`src/rtl/if_id_stage_if.sv`:
```
// Hazard-facing bus of the fetch stage: hazard/branch controls in, IF/ID contents and perf counters out.
// The master side is the surrounding pipeline; the slave side is if_id_stage itself.
interface if_id_stage_if #(
  parameter int CNT_W = 16
);
  logic              pc_write;
  logic              ifid_write;
  logic              flush;
  logic [31:0]       branch_target;
  logic [31:0]       instr_in;
  logic [31:0]       imem_addr;
  logic [31:0]       pc_plus4_id;
  logic [31:0]       instr_id;
  logic              valid_id;
  logic [4:0]        rs_id;
  logic [4:0]        rt_id;
  logic [CNT_W-1:0]  stall_count;
  logic [CNT_W-1:0]  flush_count;

  modport master (
    output pc_write, ifid_write, flush, branch_target, instr_in,
    input  imem_addr, pc_plus4_id, instr_id, valid_id, rs_id, rt_id,
           stall_count, flush_count
  );

  modport slave (
    input  pc_write, ifid_write, flush, branch_target, instr_in,
    output imem_addr, pc_plus4_id, instr_id, valid_id, rs_id, rt_id,
           stall_count, flush_count
  );
endinterface

```
`src/rtl/if_id_stage.sv`:
```
// PC register plus IF/ID latch; one-cycle fetch latency, stalls by holding on pc_write/ifid_write low.
// Flush redirects PC and squashes IF/ID; saturating stall/flush counters for perf debug.
module if_id_stage #(
  parameter logic [31:0] RESET_PC  = 32'h0000_0000,
  parameter logic [31:0] NOP_INSTR = 32'h0000_0000,
  parameter int          CNT_W     = 16
) (
  input  logic         clk,
  input  logic         rst_n,
  if_id_stage_if.slave ifid
);

  localparam logic [CNT_W-1:0] CNT_MAX = '1;

  logic [31:0]      pc;
  logic [31:0]      pc_plus4;
  logic [31:0]      instr_q;
  logic [31:0]      pc_plus4_q;
  logic             valid_q;
  logic [CNT_W-1:0] stall_cnt_q;
  logic [CNT_W-1:0] flush_cnt_q;

  assign pc_plus4 = pc + 32'd4;

  always_ff @(posedge clk) begin
    if (!rst_n) begin
      pc          <= RESET_PC;
      instr_q     <= NOP_INSTR;
      pc_plus4_q  <= 32'd0;
      valid_q     <= 1'b0;
      stall_cnt_q <= '0;
      flush_cnt_q <= '0;
    end else begin
      if (ifid.flush) begin
        pc <= {ifid.branch_target[31:2], 2'b00};
      end else if (ifid.pc_write) begin
        pc <= pc_plus4;
      end

      if (ifid.flush) begin
        instr_q    <= NOP_INSTR;
        pc_plus4_q <= 32'd0;
        valid_q    <= 1'b0;
      end else if (ifid.ifid_write) begin
        instr_q    <= ifid.instr_in;
        pc_plus4_q <= pc_plus4;
        valid_q    <= 1'b1;
      end

      // Only stalls that hold a real instruction count; bubbles sitting in ID are free.
      if (!ifid.ifid_write && !ifid.flush && valid_q && (stall_cnt_q != CNT_MAX)) begin
        stall_cnt_q <= stall_cnt_q + 1'b1;
      end
      if (ifid.flush && (flush_cnt_q != CNT_MAX)) begin
        flush_cnt_q <= flush_cnt_q + 1'b1;
      end
    end
  end

  assign ifid.imem_addr   = pc;
  assign ifid.instr_id    = instr_q;
  assign ifid.pc_plus4_id = pc_plus4_q;
  assign ifid.valid_id    = valid_q;
  // Bubbles present register 0 so the hazard unit never matches on them.
  assign ifid.rs_id       = valid_q ? instr_q[25:21] : 5'd0;
  assign ifid.rt_id       = valid_q ? instr_q[20:16] : 5'd0;
  assign ifid.stall_count = stall_cnt_q;
  assign ifid.flush_count = flush_cnt_q;

endmodule
```
`src/flat_wrapper.sv`:
```
// flat-port wrapper written by rule: the top's interface ports become plain ports
module if_id_stage_flat 
#(
  parameter logic [31:0] RESET_PC  = 32'h0000_0000,
  parameter logic [31:0] NOP_INSTR = 32'h0000_0000,
  parameter int          CNT_W     = 16
)
  (clk, rst_n, ifid_pc_write, ifid_ifid_write, ifid_flush, ifid_branch_target, ifid_instr_in, ifid_imem_addr, ifid_pc_plus4_id, ifid_instr_id, ifid_valid_id, ifid_rs_id, ifid_rt_id, ifid_stall_count, ifid_flush_count);
  if_id_stage_if #(.CNT_W(CNT_W)) ifid_i ();
  input  logic clk;
  input  logic rst_n;
  input wire logic [$bits(ifid_i.pc_write)-1:0] ifid_pc_write;
  input wire logic [$bits(ifid_i.ifid_write)-1:0] ifid_ifid_write;
  input wire logic [$bits(ifid_i.flush)-1:0] ifid_flush;
  input wire logic [$bits(ifid_i.branch_target)-1:0] ifid_branch_target;
  input wire logic [$bits(ifid_i.instr_in)-1:0] ifid_instr_in;
  output wire logic [$bits(ifid_i.imem_addr)-1:0] ifid_imem_addr;
  output wire logic [$bits(ifid_i.pc_plus4_id)-1:0] ifid_pc_plus4_id;
  output wire logic [$bits(ifid_i.instr_id)-1:0] ifid_instr_id;
  output wire logic [$bits(ifid_i.valid_id)-1:0] ifid_valid_id;
  output wire logic [$bits(ifid_i.rs_id)-1:0] ifid_rs_id;
  output wire logic [$bits(ifid_i.rt_id)-1:0] ifid_rt_id;
  output wire logic [$bits(ifid_i.stall_count)-1:0] ifid_stall_count;
  output wire logic [$bits(ifid_i.flush_count)-1:0] ifid_flush_count;
  assign ifid_i.pc_write = ifid_pc_write;
  assign ifid_i.ifid_write = ifid_ifid_write;
  assign ifid_i.flush = ifid_flush;
  assign ifid_i.branch_target = ifid_branch_target;
  assign ifid_i.instr_in = ifid_instr_in;
  assign ifid_imem_addr = ifid_i.imem_addr;
  assign ifid_pc_plus4_id = ifid_i.pc_plus4_id;
  assign ifid_instr_id = ifid_i.instr_id;
  assign ifid_valid_id = ifid_i.valid_id;
  assign ifid_rs_id = ifid_i.rs_id;
  assign ifid_rt_id = ifid_i.rt_id;
  assign ifid_stall_count = ifid_i.stall_count;
  assign ifid_flush_count = ifid_i.flush_count;
  if_id_stage #(.RESET_PC(RESET_PC), .NOP_INSTR(NOP_INSTR), .CNT_W(CNT_W)) u_core (.clk(clk), .rst_n(rst_n), .ifid(ifid_i));
endmodule
```
`config.mk`:
```
export PLATFORM = sky130hd
export DESIGN_NAME = if_id_stage_flat
export DESIGN_NICKNAME = d
export VERILOG_FILES = /design/src/rtl/if_id_stage_if.sv /design/src/rtl/if_id_stage.sv /design/src/flat_wrapper.sv
export SDC_FILE = /design/constraint.sdc
export NUM_CORES = 1
export LEC_CHECK = 0
export CAP_MARGIN = 0
export CORE_MARGIN = 2
export CORE_UTILIZATION = 45
export CTS_CLUSTER_SIZE = 14
export DETAILED_ROUTE_END_ITERATION = 10
export PLACE_DENSITY_LB_ADDON = 0.1
export SYNTH_ARGS = -nofsm -noshare
export SYNTH_HDL_FRONTEND = slang
export SYNTH_SLANG_ARGS = --single-unit
```
`constraint.sdc`:
```
create_clock -name clk -period 3.2 [get_ports clk]
set_input_delay 0.64 -clock clk [delete_from_list [all_inputs] [get_ports clk]]
set_output_delay 0.64 -clock clk [all_outputs]
set_load 0.05 [all_outputs]
```
==> metrics.yaml <==
layout:
  fin_util_pct: 67.2
  drive_above_1_share_pct: 6.22
  n_antenna_cell: 0
  area_growth_pct: 45.4
  finalNetCount: 928
place:
  portBuffers: 201
  globalplace.congestion: 0.853
  place_hpwl_mm: 11.8
grt:
  met1_usage_pct: 28.6
  grt_first_pass_wirelength_mm: 27.5
  met2_usage_pct: 43.6
  antenna_found_initial: 0
  grt.overflow.total: 0
  track_usage_pct: 24.3
  top_usage_layer: "met2"
  grt_pass1_vias: 5585
  grt_max_degree: 93
  met3_usage_pct: 6.59
routing:
  wl_mm: 16.7
  drt_iter0_drc: 400
  drtAntennaViolNets: 0
  routed_via_density: 5.35
  dr_total_vias: 5564
  drtPass1Iterations: 5
  post-route-drc-count: 0
  wl_per_cell_um: 16.1
power_and_ir_drop:
  leakagePower_uw: 0.00303
  power_density_nw_per_um2: 488
  peakVddDrop_uv: 497
floorplan:
  ioPinCount: 208
  die_w_um: 118
  start_util_pct: 46.3
  coreArea_um2: 12600
  die_area_um2: 13900
  die_y_um: 118
  rows: 41
synth:
  ys_warn_count: 0
  ys_types: 47
  synth_largest_area_cell: "dfxtp_1"
  synthFlopType: "dfxtp_1"
  avgSynthCellArea_um2: 8.63
  synth_edf_count: 0
  synth.top_cell.area_share_pct: 42.9
  synth.cell_area_um2: 5840
  ys_top_cells_by_count: "dfxtp_1, nor2_1, o21ai_0"
  yosysMostFrequentCell: "dfxtp_1"
  ys_seq_area_share_pct: 42.9
  ys_ff_latch: 125
  synth_area_leaders: "dfxtp_1, xor2_1, mux2i_1"
  syn_inst: 676
  synthArstFlopShare_pct: 0
timing:
  fin_worst_skew_ns: 0.00819
  setup_viol: 0
  drv_slew: 0
  rsz0062_at_grt: "false"
  period_needed_ns: 2.70
  tns_ns: 0
  max_freq_mhz: 371
  worstMarginPinSlew_ns: 1.08
  hold_violations: 0
  period_share_pct: 84.2
  slew_headroom_pct: 28.3
  timing.hold.ws_ns: 0.481
critical_path:
  worstPathArrival_ns: 2.06
  endpoint_kind: "output pin"
  path_class: "register to output pin"
  path_max_fanout: 14
  cp-start-kind: "register"
  cp_data_required_time_ns: 2.56
  path_cells: "and2_1 > clkdlybuf4s50_1"
  slowest_stage: "clkdlybuf4s50_1"
  cp_slowest_stage_delay_ns: 0.80
cts:
  clk_latency_ns: 0.41
  cts_max_level: 4
  cts_buffers: 17
  clkTransAtPathRegs_ns: 0.05
  cts_hold_buf: 0
  clkSinkCount: 125
  root_buffer: "clkbuf_16"
  cts.path.max_buffers: 2
  cts_resized: 0
  post_cts_buffers: 0
  cts_tree: "yes"
hold_path:
  hold_class: "register to register"
flow_run:
  drv_cap: 0
status:
  status: "finished, final reports clean"
-- final timing paths --
check | slack [ns] | from | to | depth (start not counted)
max | 0.50 | u_core.ifid.valid_id | ifid_rs_id[2] | 2
min | 0.48 | u_core.ifid.pc_plus4_id[2] | u_core.ifid.pc_plus4_id[2] | 2
max reg2reg | 0.80 | u_core.ifid.imem_addr[2] | u_core.ifid.pc_plus4_id[30] | 6
min reg2reg | 0.48 | u_core.ifid.pc_plus4_id[2] | u_core.ifid.pc_plus4_id[2] | 2
-- cells by family (layout without fill, tap and decap cells) --
group	after synthesis	count (layout)	share of synthesized area [%]
fa+ha+maj	3	3	0.643
other cells	1	4	0.0642
compound gates	129	129	12.1
simple gates	248	248	22.6
flops	125	125	42.9
mux	35	35	6.00
buf+inv	60	249	4.50
xor+xnor	75	75	11.3
-- worst max-delay path: cells and delay by family (launching register included) --
kind                   cells  cell delay (ns)
buffers and inverters      1             0.80
DFF                        1             0.63
and+or+nand+nor            1             0.22
-- state kept, by name (all words and copies together) (netlist names) --
register / flops
u_core.ifid.instr_id: 32
u_core.ifid.imem_addr: 30
u_core.ifid.pc_plus4_id: 30
u_core.ifid.flush_count: 16
u_core.ifid.stall_count: 16
u_core.ifid.valid_id: 1
-- stage by stage --
step / total power (µW) / worst slack [ns] / instance area [µm²] / cells
floorplan: 2100 / 0.924 / 5850 / 679
global placement: 2330 / 0.661 / 7910 / 1009
detailed placement: 2340 / 0.616 / 7910 / 1009
CTS: 4180 / 0.437 / 8480 / 1040
global route: 4300 / 0.413 / 8480 / 1040
finish: 4140 / 0.505 / 8480 / 1040
-- layout make-up --
type / count / area, µm²
multi-input combinational: 494 / 3080
clock buffer: 25 / 515
timing repair buffer: 211 / 2080
tap: 172 / 215
inverter: 7 / 26.3
fill: 1108 / 4140
clock inverter: 6 / 57.6
sequential: 125 / 2500
-- report_power, final --
group	leakage, µW	internal [µW]	total (µW)	switching (µW)
sequential	0.00102	1620	1700	83.2
clock	0.000285	1180	1830	649
combinational	0.00173	243	613	369
total	0.00303	3040	4140	1100
-- routing by layer --
layer / part of all wire, % / vias to the layer above
li1: - / 2727
met1: 41 / 2661
met2: 53 / 165
met3: 5.3 / 11
met4: 0.86 / 0
met5: 0 / -
-- cell usage in the layout, fill, tap and decap left out, types with 10 or more instances in the layout --
cell type	synthesis	final
clkdlybuf4s50_1	0	200
dfxtp_1	125	125
nor2_1	89	89
o21ai_0	53	53
a21oi_1	52	52
xor2_1	51	51
nand2_1	40	40
mux2i_1	35	35
nand4_1	28	28
nand3_1	26	26
xnor2_1	24	24
clkbuf_16	0	17
nor3_1	15	15
a211oi_1	13	13
buf_4	4	11
and2_1	10	10
Note: power is estimated with default switching activity, not from simulation.
